<file path="src/rtl/ascensor_pkg.sv">
// ascensor_pkg: shared definitions between ALGORITMO and the car executor.
// Holds the command encoding, the executor state encoding and the default
// sizing constants. The FALLA state only exists when
// EJECUTOR_PISO_WATCHDOG_EN is defined.
package ascensor_pkg;

    // One-step command issued by the algorithm; encoding must match on both ends.
    typedef enum logic [1:0] {
        NADA  = 2'd0,
        SUBIR = 2'd1,
        BAJAR = 2'd2,
        ABRIR = 2'd3
    } cmd_t;

    // Executor states.
    typedef enum logic [2:0] {
        REPOSO   = 3'd0,
        SUBIENDO = 3'd1,
        BAJANDO  = 3'd2,
`ifdef EJECUTOR_PISO_WATCHDOG_EN
        PUERTA   = 3'd3,
        FALLA    = 3'd4
`else
        PUERTA   = 3'd3
`endif
    } estado_ejec_t;

    localparam int N_PISOS_DEF    = 4;
    localparam int T_PUERTA_DEF   = 50;
    localparam int T_WATCHDOG_DEF = 1000;

endpackage

</file>
<file path="src/rtl/sincronizador_flanco.sv">
// sincronizador_flanco: brings an asynchronous level into the clock domain
// through two flops, then flags its rising edge with a one-cycle pulse.
// The pulse is combinational off the synchronized stages so that the
// consumer's own register is the third and last stage of latency.
module sincronizador_flanco (
    input  logic clk_i,
    input  logic rst_i,
    input  logic dato_i,
    output logic flanco_o
);

    logic sync1_q;
    logic sync2_q;
    logic prev_q;

    // Two-flop synchronizer plus one delayed copy for edge detection.
    always_ff @(posedge clk_i or posedge rst_i) begin
        if (rst_i) begin
            sync1_q <= 1'b0;
            sync2_q <= 1'b0;
            prev_q  <= 1'b0;
        end else begin
            sync1_q <= dato_i;
            sync2_q <= sync1_q;
            prev_q  <= sync2_q;
        end
    end

    assign flanco_o = sync2_q & ~prev_q;

endmodule

</file>
<file path="src/rtl/ejecutor_piso.sv">
// ejecutor_piso: motion and door executor for the elevator car.
// Accepts single-step commands (up, down, open door), drives motor and door,
// tracks the current floor from the shaft sensor and returns cambio_piso /
// esperar feedback to the algorithm.
// Optional: EJECUTOR_PISO_WATCHDOG_EN adds a motion watchdog, the FALLA
// state and the falla output; FALLA is left only through rst.
//
// state    | meaning
// ---------+------------------------------------------------------------
// REPOSO   | idle, cmd_ready=1, waiting for a command
// SUBIENDO | motor up, waiting for the next floor mark
// BAJANDO  | motor down, waiting for the next floor mark
// PUERTA   | door open, dwell counter running
// FALLA    | (watchdog build) no floor mark in time, motors off until rst
module ejecutor_piso
    import ascensor_pkg::*;
#(
    parameter int N_PISOS    = N_PISOS_DEF,
    parameter int T_PUERTA   = T_PUERTA_DEF,
    parameter int T_WATCHDOG = T_WATCHDOG_DEF
) (
    input  logic                       clk,
    input  logic                       rst,
    input  logic                       cmd_valid,
    input  logic [1:0]                 cmd,
    output logic                       cmd_ready,
    input  logic                       sensor_piso,
    output logic                       motor_sub,
    output logic                       motor_baj,
    output logic                       puerta_abierta,
    output logic                       cambio_piso,
    output logic                       esperar,
    output logic [$clog2(N_PISOS)-1:0] piso_actual,
`ifdef EJECUTOR_PISO_WATCHDOG_EN
    output logic                       cmd_error,
    output logic                       falla
`else
    output logic                       cmd_error
`endif
);

    localparam int PW = $clog2(N_PISOS);
    localparam int DW = $clog2(T_PUERTA + 1);
    localparam logic [PW-1:0] PISO_TOPE  = PW'(N_PISOS - 1);
    localparam logic [DW-1:0] DWELL_CARGA = DW'(T_PUERTA - 1);

    // Elaboration-time sanity checks on the sizing parameters.
    if (N_PISOS < 2) begin : g_chk_pisos
        $error("ejecutor_piso: N_PISOS must be at least 2");
    end
    if (T_PUERTA < 1) begin : g_chk_puerta
        $error("ejecutor_piso: T_PUERTA must be at least 1");
    end
    if (T_WATCHDOG < 1) begin : g_chk_wd
        $error("ejecutor_piso: T_WATCHDOG must be at least 1");
    end

    estado_ejec_t  estado_q, estado_d;
    logic [PW-1:0] piso_q,   piso_d;
    logic [DW-1:0] dwell_q,  dwell_d;
    logic          cambio_q, cambio_d;
    logic          error_q,  error_d;
    logic          flanco;
    logic          aceptar;
    cmd_t          cmd_in;

`ifdef EJECUTOR_PISO_WATCHDOG_EN
    localparam int WW = $clog2(T_WATCHDOG + 1);
    localparam logic [WW-1:0] WD_LIMITE = WW'(T_WATCHDOG - 1);
    logic [WW-1:0] wd_q, wd_d;
`endif

    sincronizador_flanco u_sincronizador (
        .clk_i    (clk),
        .rst_i    (rst),
        .dato_i   (sensor_piso),
        .flanco_o (flanco)
    );

    assign cmd_in  = cmd_t'(cmd);
    assign aceptar = cmd_valid && cmd_ready;

    // State and data registers; reset aborts any motion or dwell at once.
    always_ff @(posedge clk or posedge rst) begin
        if (rst) begin
            estado_q <= REPOSO;
            piso_q   <= '0;
            dwell_q  <= '0;
            cambio_q <= 1'b0;
            error_q  <= 1'b0;
`ifdef EJECUTOR_PISO_WATCHDOG_EN
            wd_q     <= '0;
`endif
        end else begin
            estado_q <= estado_d;
            piso_q   <= piso_d;
            dwell_q  <= dwell_d;
            cambio_q <= cambio_d;
            error_q  <= error_d;
`ifdef EJECUTOR_PISO_WATCHDOG_EN
            wd_q     <= wd_d;
`endif
        end
    end

    // Next-state logic: command decode, floor tracking, dwell and watchdog.
    always_comb begin
        estado_d = estado_q;
        piso_d   = piso_q;
        dwell_d  = dwell_q;
        cambio_d = 1'b0;
        error_d  = 1'b0;
`ifdef EJECUTOR_PISO_WATCHDOG_EN
        wd_d     = wd_q;
`endif
        case (estado_q)
            REPOSO: begin
`ifdef EJECUTOR_PISO_WATCHDOG_EN
                wd_d = '0;
`endif
                if (aceptar) begin
                    case (cmd_in)
                        SUBIR: begin
                            if (piso_q < PISO_TOPE) estado_d = SUBIENDO;
                            else                    error_d  = 1'b1;
                        end
                        BAJAR: begin
                            if (piso_q != '0) estado_d = BAJANDO;
                            else              error_d  = 1'b1;
                        end
                        ABRIR: begin
                            estado_d = PUERTA;
                            dwell_d  = DWELL_CARGA;
                        end
                        default: ;
                    endcase
                end
            end
            SUBIENDO: begin
                if (flanco) begin
                    estado_d = REPOSO;
                    piso_d   = piso_q + PW'(1);
                    cambio_d = 1'b1;
                end
`ifdef EJECUTOR_PISO_WATCHDOG_EN
                else if (wd_q == WD_LIMITE) estado_d = FALLA;
                else                        wd_d     = wd_q + WW'(1);
`endif
            end
            BAJANDO: begin
                if (flanco) begin
                    estado_d = REPOSO;
                    piso_d   = piso_q - PW'(1);
                    cambio_d = 1'b1;
                end
`ifdef EJECUTOR_PISO_WATCHDOG_EN
                else if (wd_q == WD_LIMITE) estado_d = FALLA;
                else                        wd_d     = wd_q + WW'(1);
`endif
            end
            PUERTA: begin
                if (dwell_q == '0) estado_d = REPOSO;
                else               dwell_d  = dwell_q - DW'(1);
            end
`ifdef EJECUTOR_PISO_WATCHDOG_EN
            FALLA: estado_d = FALLA;
`endif
            default: estado_d = REPOSO;
        endcase
    end

    // Outputs decoded from the current state; pulses come from registers.
    always_comb begin
        cmd_ready      = 1'b0;
        motor_sub      = 1'b0;
        motor_baj      = 1'b0;
        puerta_abierta = 1'b0;
        esperar        = 1'b0;
`ifdef EJECUTOR_PISO_WATCHDOG_EN
        falla          = 1'b0;
`endif
        case (estado_q)
            REPOSO:   cmd_ready = 1'b1;
            SUBIENDO: motor_sub = 1'b1;
            BAJANDO:  motor_baj = 1'b1;
            PUERTA: begin
                puerta_abierta = 1'b1;
                esperar        = 1'b1;
            end
`ifdef EJECUTOR_PISO_WATCHDOG_EN
            FALLA:    falla = 1'b1;
`endif
            default: ;
        endcase
    end

    assign cambio_piso = cambio_q;
    assign cmd_error   = error_q;
    assign piso_actual = piso_q;

endmodule

</file>
<file path="config.mk">
export PLATFORM = sky130hd
export DESIGN_NAME = ejecutor_piso
export DESIGN_NICKNAME = d
export VERILOG_FILES = /design/src/rtl/ascensor_pkg.sv /design/src/rtl/sincronizador_flanco.sv /design/src/rtl/ejecutor_piso.sv
export SDC_FILE = /design/constraint.sdc
export NUM_CORES = 1
export LEC_CHECK = 0
export CAP_MARGIN = 40
export CORE_MARGIN = 5
export CORE_UTILIZATION = 46
export CTS_CLUSTER_SIZE = 24
export DETAILED_ROUTE_END_ITERATION = 16
export MAX_ROUTING_LAYER = met4
export PLACE_DENSITY = 0.72
export SYNTH_ARGS = -nofsm -noshare
export SYNTH_HDL_FRONTEND = slang
export SYNTH_SLANG_ARGS = --single-unit
</file>
<file path="constraint.sdc">
create_clock -name clk -period 1.46 [get_ports clk]
set_input_delay 0.219 -clock clk [delete_from_list [all_inputs] [get_ports clk]]
set_output_delay 0.219 -clock clk [all_outputs]
set_load 0.01 [all_outputs]
</file>
Word level (Yosys, flattened, before mapping)
Index checks and enable logic that the tools add are counted.
{"block": "op_classes", "n_addsub": 3, "n_lt_le_gt_ge": 1, "eq_ne": 16, "n_mux": 25, "bitwise_logic": 2, "reduce_logical": 10}
{"op": "$mux 6", "n": 3}
{"op": "$pmux 3 s3", "n": 2}
{"op": "$mux 3", "n": 5}
{"op": "$pmux 6 s2", "n": 1}
{"op": "$mux 1", "n": 10}
{"op": "$ne 2x2->1 const B", "n": 5}
{"op": "$eq 3x2->1 const B", "n": 2}
{"op": "$logic_not 6->1", "n": 1}
{"op": "$ne 3x3->1 const B", "n": 2}
{"op": "$reduce_and 6->1", "n": 1}
{"op": "$reduce_bool 2->1", "n": 3}
{"op": "$sub 6x1->6 const B", "n": 1}
{"op": "$eq 2x2->1 const B", "n": 2}
{"op": "$mux 2", "n": 2}
{"op": "$ne 2x1->1 const B", "n": 2}
{"op": "$ne 4x1->1 const B", "n": 1}
{"op": "$pmux 2 s2", "n": 1}
{"op": "$reduce_and 4->1", "n": 1}
{"op": "$eq 3x1->1 const B", "n": 1}
{"op": "$logic_not 3->1", "n": 1}
{"op": "$reduce_and 3->1", "n": 1}
{"op": "$add 2x1->2 const B", "n": 1}
{"op": "$eq 2x1->1 const B", "n": 1}
{"op": "$lt 2x2->1 const B", "n": 1}
{"op": "6 further kinds", "n": 6}
{"block": "totals", "register_bits": 16, "inputBits": 6, "output_inout_bits": 9, "wordCells": 65}

Depth between registers and ports, before layout
{"block": "logic_depth", "ltp_word": 5, "mapped_depth": 6, "depth_no_buf": 6}

Modules after synthesis
A second synthesis with hierarchy kept.
{"block": "hier_totals", "hier_cells": 87, "area_unflattened_um2": 909.6}
{"module": "ejecutor_piso", "instances": 1, "cells_per_inst": 82, "area_each_um2": 817.0, "seq_area_each_um2": 300.3}
{"module": "sincronizador_flanco", "instances": 1, "cells_per_inst": 5, "area_each_um2": 92.6, "seq_area_each_um2": 75.1}

Least setup slack after synthesis
Ideal clock, no wire load.
{"block": "synth_timing", "kind": "register to register", "from": "register estado_q[0]", "to": "register estado_q[1]", "arrival_time_ps": 1392, "required_ps": 1334, "slack_ps": -58, "path_stages_with_launch": 7, "n_path_buf": 0, "synth_period_minus_slack_ps": 1518, "path_cell_list": "dfrtp_1 -> inv_1 -> ha_1 -> and4bb_1 -> a41oi_1 -> nand4_2 -> mux2i_1"}
{"block": "synth_via", "elab_chain_cells": 5, "elab_cells_between_ends": 15, "cone_classes": "9 x eq/ne; 2 x mux; 4 x reduce/logical"}
{"element": "start, declared", "line": "ejecutor_piso.sv:58", "source": "estado_ejec_t estado_q, estado_d;"}
{"element": "start signal, assigned", "line": "ejecutor_piso.sv:95", "source": "estado_q <= estado_d;"}
{"element": "$logic_not 3->1", "line": "ejecutor_piso.sv:182", "source": "case (estado_q)"}
{"element": "$mux 1", "line": "ejecutor_piso.sv:182"}
{"element": "via cmd_ready", "line": "ejecutor_piso.sv:26", "source": "output logic cmd_ready,"}
{"element": "$logic_and 1x1->1", "line": "ejecutor_piso.sv:81", "source": "assign aceptar = cmd_valid && cmd_ready;"}
{"element": "$ne 2x2->1 (no source line)"}
{"element": "$reduce_and 6->1 (no source line)"}
The timed path passes the listed nets, and every way through them passes these cells.
A chain may end at the register's enable or synchronous reset.

Final worst setup path
{"block": "layout_timing", "from": "register estado_q[1]", "to": "output port cmd_ready"}
{"block": "layout_via", "elab_chain_cells": 2}
{"element": "$logic_not 3->1", "line": "ejecutor_piso.sv:182"}
{"element": "$mux 1", "line": "ejecutor_piso.sv:182"}
{"element": "end, declared", "line": "ejecutor_piso.sv:26"}
No other way between the ends.

==> reports/results.tsv <==
stage	metric	value	unit
power_and_ir_drop	combPwrFrac	0.072	
clock_network	clk_path_buf_depth	2	
grt	met2_usage	0.323	
clock_network	cts_tree	built	
drt	drt_wl_total	2220	µm
power_and_ir_drop	intPower	552	µW
drt	routed_via_density	5.09	
drt	dr.pass1.iters	4	
floorplan	ios	15	
logic_synthesis	synthCells	92	
logic_synthesis	synth_area	936	µm²
grt	busiest_layer	met2	
layout	fin_cells	161	
grt	use_met3	0.0214	
clock_network	clock-sinks	15	
sta	min_period	1.54	ns
layout	nets	151	
worst_setup_path	worstPathRequired	1.24	ns
grt	grt_start_max_net_pins	16	
sta	post-route-period-util	1.06	
layout	final_layout_size_suffix_gt1_frac	0.396	
sta	finalHoldViolCount	0	
power_and_ir_drop	p_sw	149	µW
floorplan	dieHeight	55.1	µm
sta	max-slew-margin-rel	0.784	
worst_hold_path	hp-class	in -> async	
worst_setup_path	cp_data_arrival_time	1.32	ns
placement	dp.cells	154	
worst_setup_path	cp-start-kind	register	
grt	grt_antenna_before_repair	0	
grt	first_global_vias	844	
drt	drt_iter0_markers	12	
placement	dp_slack	-0.415	ns
grt	overflow	0	
floorplan	die_x	55.1	µm
worst_setup_path	criticalPathCategory	reg -> out	
drt	drtAntennaViolNets	0	
placement	dp_hpwl	1690	µm
logic_synthesis	ys_types	33	
sta	fmax	0.649	GHz
clock_network	clkTransAtPathRegs	0.09	ns
worst_setup_path	crit_path_max_incr_delay	0.42	ns
logic_synthesis	yosysWarnings	0	
power_and_ir_drop	ir_drop	441	µV
worst_setup_path	worstPathCellList	buf_6 -> inv_4 -> ha_4 -> dlygate4sd2_1	
floorplan	coreArea	1940	µm²
power_and_ir_drop	seqPwrFrac	0.600	
drt	drc	0	
job	max-cap-violations	0	
layout	syn_to_final_growth	50.4	%
run_status	status	finished, violations left	
sta	tns	-0.316	ns
logic_synthesis	synth_fp_nets	108	
layout	stdcell_area	1410	µm²
sta	worst_pin_slew	0.321	ns
placement	gp_congestion	0.806	
floorplan	dieArea	3040	µm²
clock_network	root_buffer	clkbuf_4	
logic_synthesis	ys_seq_area_frac	0.401	
clock_network	ctsHoldBuffers	0	
power_and_ir_drop	p_leak	0.704	nW
clock_network	clock_latency	0.27	ns
run_status	violations	setup timing	
logic_synthesis	postSynthAreaPerCell	10.2	µm²
floorplan	initial_utilization	0.482	
power_and_ir_drop	p_sw_frac	0.213	
grt	grt_first_pass_wirelength	3760	µm
sta	setup_viol	6	
sta	finClkSkew	0.00179	ns
placement	port_buffers	14	
grt	use_met1	0.203	
layout	diodes	0	
clock_network	h-tree-depth	1	
sta	rsz0062_at_grt	true	
worst_setup_path	crit_fanout	5	
power_and_ir_drop	power_frac_clock	0.328	
clock_network	numCtsBuffers	3	
drt	num_vias	819	
drt	routedWlPerCell	13.8	µm
floorplan	rows	16	
sta	slew_violations	0	
logic_synthesis	ys_ff_latch	15	
sta	fin_ws	-0.0810	ns
placement	placed_area	1280	µm²
power_and_ir_drop	power_density	498	nW/µm²
grt	track_usage	0.178	
worst_setup_path	slowest_stage	dfrtp_1	
worst_setup_path	cp-end-kind	output port	
==> sequential cells by signal, summed over array words and instances (netlist names) <==
register and flops:
u_sincronizador.sync1_q 1, piso_actual 2, u_sincronizador.sync2_q 1, dwell_q 6, cambio_piso 1, u_sincronizador.prev_q 1, estado_q 2, cmd_error 1
==> power groups by stage <==
stage | Combinational (mW) | Clock (mW) | Sequential [mW]
2_1_floorplan | 0.0191 | 0 | 0.428
3_3_place_gp | 0.0467 | 0 | 0.429
3_5_place_dp | 0.0482 | 0 | 0.429
4_1_cts | 0.0503 | 0.230 | 0.421
5_1_grt | 0.0558 | 0.258 | 0.421
6_report | 0.0507 | 0.230 | 0.421
==> area by class of cell <==
class,count,area (µm²)
Sequential cell,15,378
Timing Repair Buffer,40,339
Multi-Input combinational cell,65,588
Inverter,10,42.5
Fill cell,140,534
Tap cell,27,33.8
Clock buffer,4,26.3
==> cell families (layout without fill, tap and decap cells) <==
logic type,after synthesis,after routing,share of synthesized area
buf+inv,12,54,0.0535
mux,4,4,0.0428
fa+ha+maj,10,10,0.134
flops,15,15,0.401
xor+xnor,2,2,0.0187
simple gates,30,30,0.199
compound gates,19,19,0.151
==> timing repair <==
item                                    in CTS  in global routing
endpoints found under the setup margin      15                 14
buffers inserted                             3                  0
gates cloned                                 0                  0
pin swaps                                    1                  5
resized for setup                           30                  9
==> cells in the mapped netlist <==
master,instances,share of area
nand4_2,1,0.013
o21ai_2,1,0.0094
mux2i_1,4,0.043
or3_4,1,0.012
nand2_1,2,0.0080
nor2_1,7,0.028
o31ai_1,1,0.0080
nor4b_1,1,0.0094
inv_1,10,0.040
o211ai_1,1,0.0080
buf_2,1,0.0053
nand3_1,1,0.0053
a32oi_1,1,0.0094
ha_1,10,0.13
a22oi_1,1,0.0080
a22o_1,1,0.0094
nand3b_1,1,0.0080
o211ai_2,1,0.013
nor3b_1,1,0.0080
xor2_1,2,0.019
o21ai_0,3,0.016
nand2b_1,9,0.060
nor3_1,1,0.0053
or2b_1,1,0.0080
and4bb_1,1,0.013
a31oi_1,1,0.0067
a2bb2oi_1,4,0.037
a21oi_1,2,0.011
buf_4,1,0.0080
dfrtp_1,15,0.40
o21ai_1,1,0.0053
nand4_1,3,0.020
a41oi_1,1,0.0094
==> final timing paths <==
check	cells past startpoint	slack (ns)	endpoint	startpoint
min in group clk	0	0.36	u_sincronizador.sync2_q	u_sincronizador.sync1_q
worst max-delay path	4	-0.08	cmd_ready	estado_q[1]
max in group asynchronous	3	1.03	piso_actual[0]	rst
worst max register to register	7	-0.07	estado_q[1]	estado_q[1]
worst min register to register	0	0.36	u_sincronizador.sync2_q	u_sincronizador.sync1_q
worst min-delay path	3	0.25	u_sincronizador.prev_q	rst
==> layer usage <==
layer	share of wire	wire length (µm)
met1	0.43	952
met2	0.54	1210
met3	0.017	37
met4	0.010	23
met5	0	0
==> layout by cell type (no fill, tap or decap), drive strengths merged <==
cell | netlist | routed
xor2 | 2 | 2
nand2 | 2 | 2
a31oi | 1 | 1
o31ai | 1 | 1
a22o | 1 | 1
clkbuf | 0 | 4
a22oi | 1 | 1
and4bb | 1 | 1
nand3b | 1 | 1
a2bb2oi | 4 | 4
ha | 10 | 10
a21oi | 2 | 2
buf | 2 | 28
nand4 | 4 | 4
a41oi | 1 | 1
inv | 10 | 10
nand3 | 1 | 1
or3 | 1 | 1
clkdlybuf4s50 | 0 | 6
dfrtp | 15 | 15
o21ai | 5 | 5
o211ai | 2 | 2
nor2 | 7 | 7
dlygate4sd2 | 0 | 5
or2b | 1 | 1
clkdlybuf4s15 | 0 | 1
nor3b | 1 | 1
nand2b | 9 | 9
nor3 | 1 | 1
mux2i | 4 | 4
nor4b | 1 | 1
a32oi | 1 | 1
==> critical path: cells and delay by family, from the launching register on <==
| family | cells | cell delay, ns |
|---|---|---|
| adder cells (fa/ha/maj) | 1 | 0.16 |
| buffers and inverters | 3 | 0.47 |
| flip-flops | 1 | 0.42 |
==> metrics by stage <==
step           utilization  hold slack (ns)  total power [mW]
2_1_floorplan            -            0.120             0.448
3_3_place_gp         0.659            0.338             0.475
3_5_place_dp         0.659            0.344             0.477
4_1_cts              0.704            0.248             0.701
5_1_grt              0.725            0.275             0.735
6_report             0.725            0.246             0.701
(Power assumes the default switching activity.)
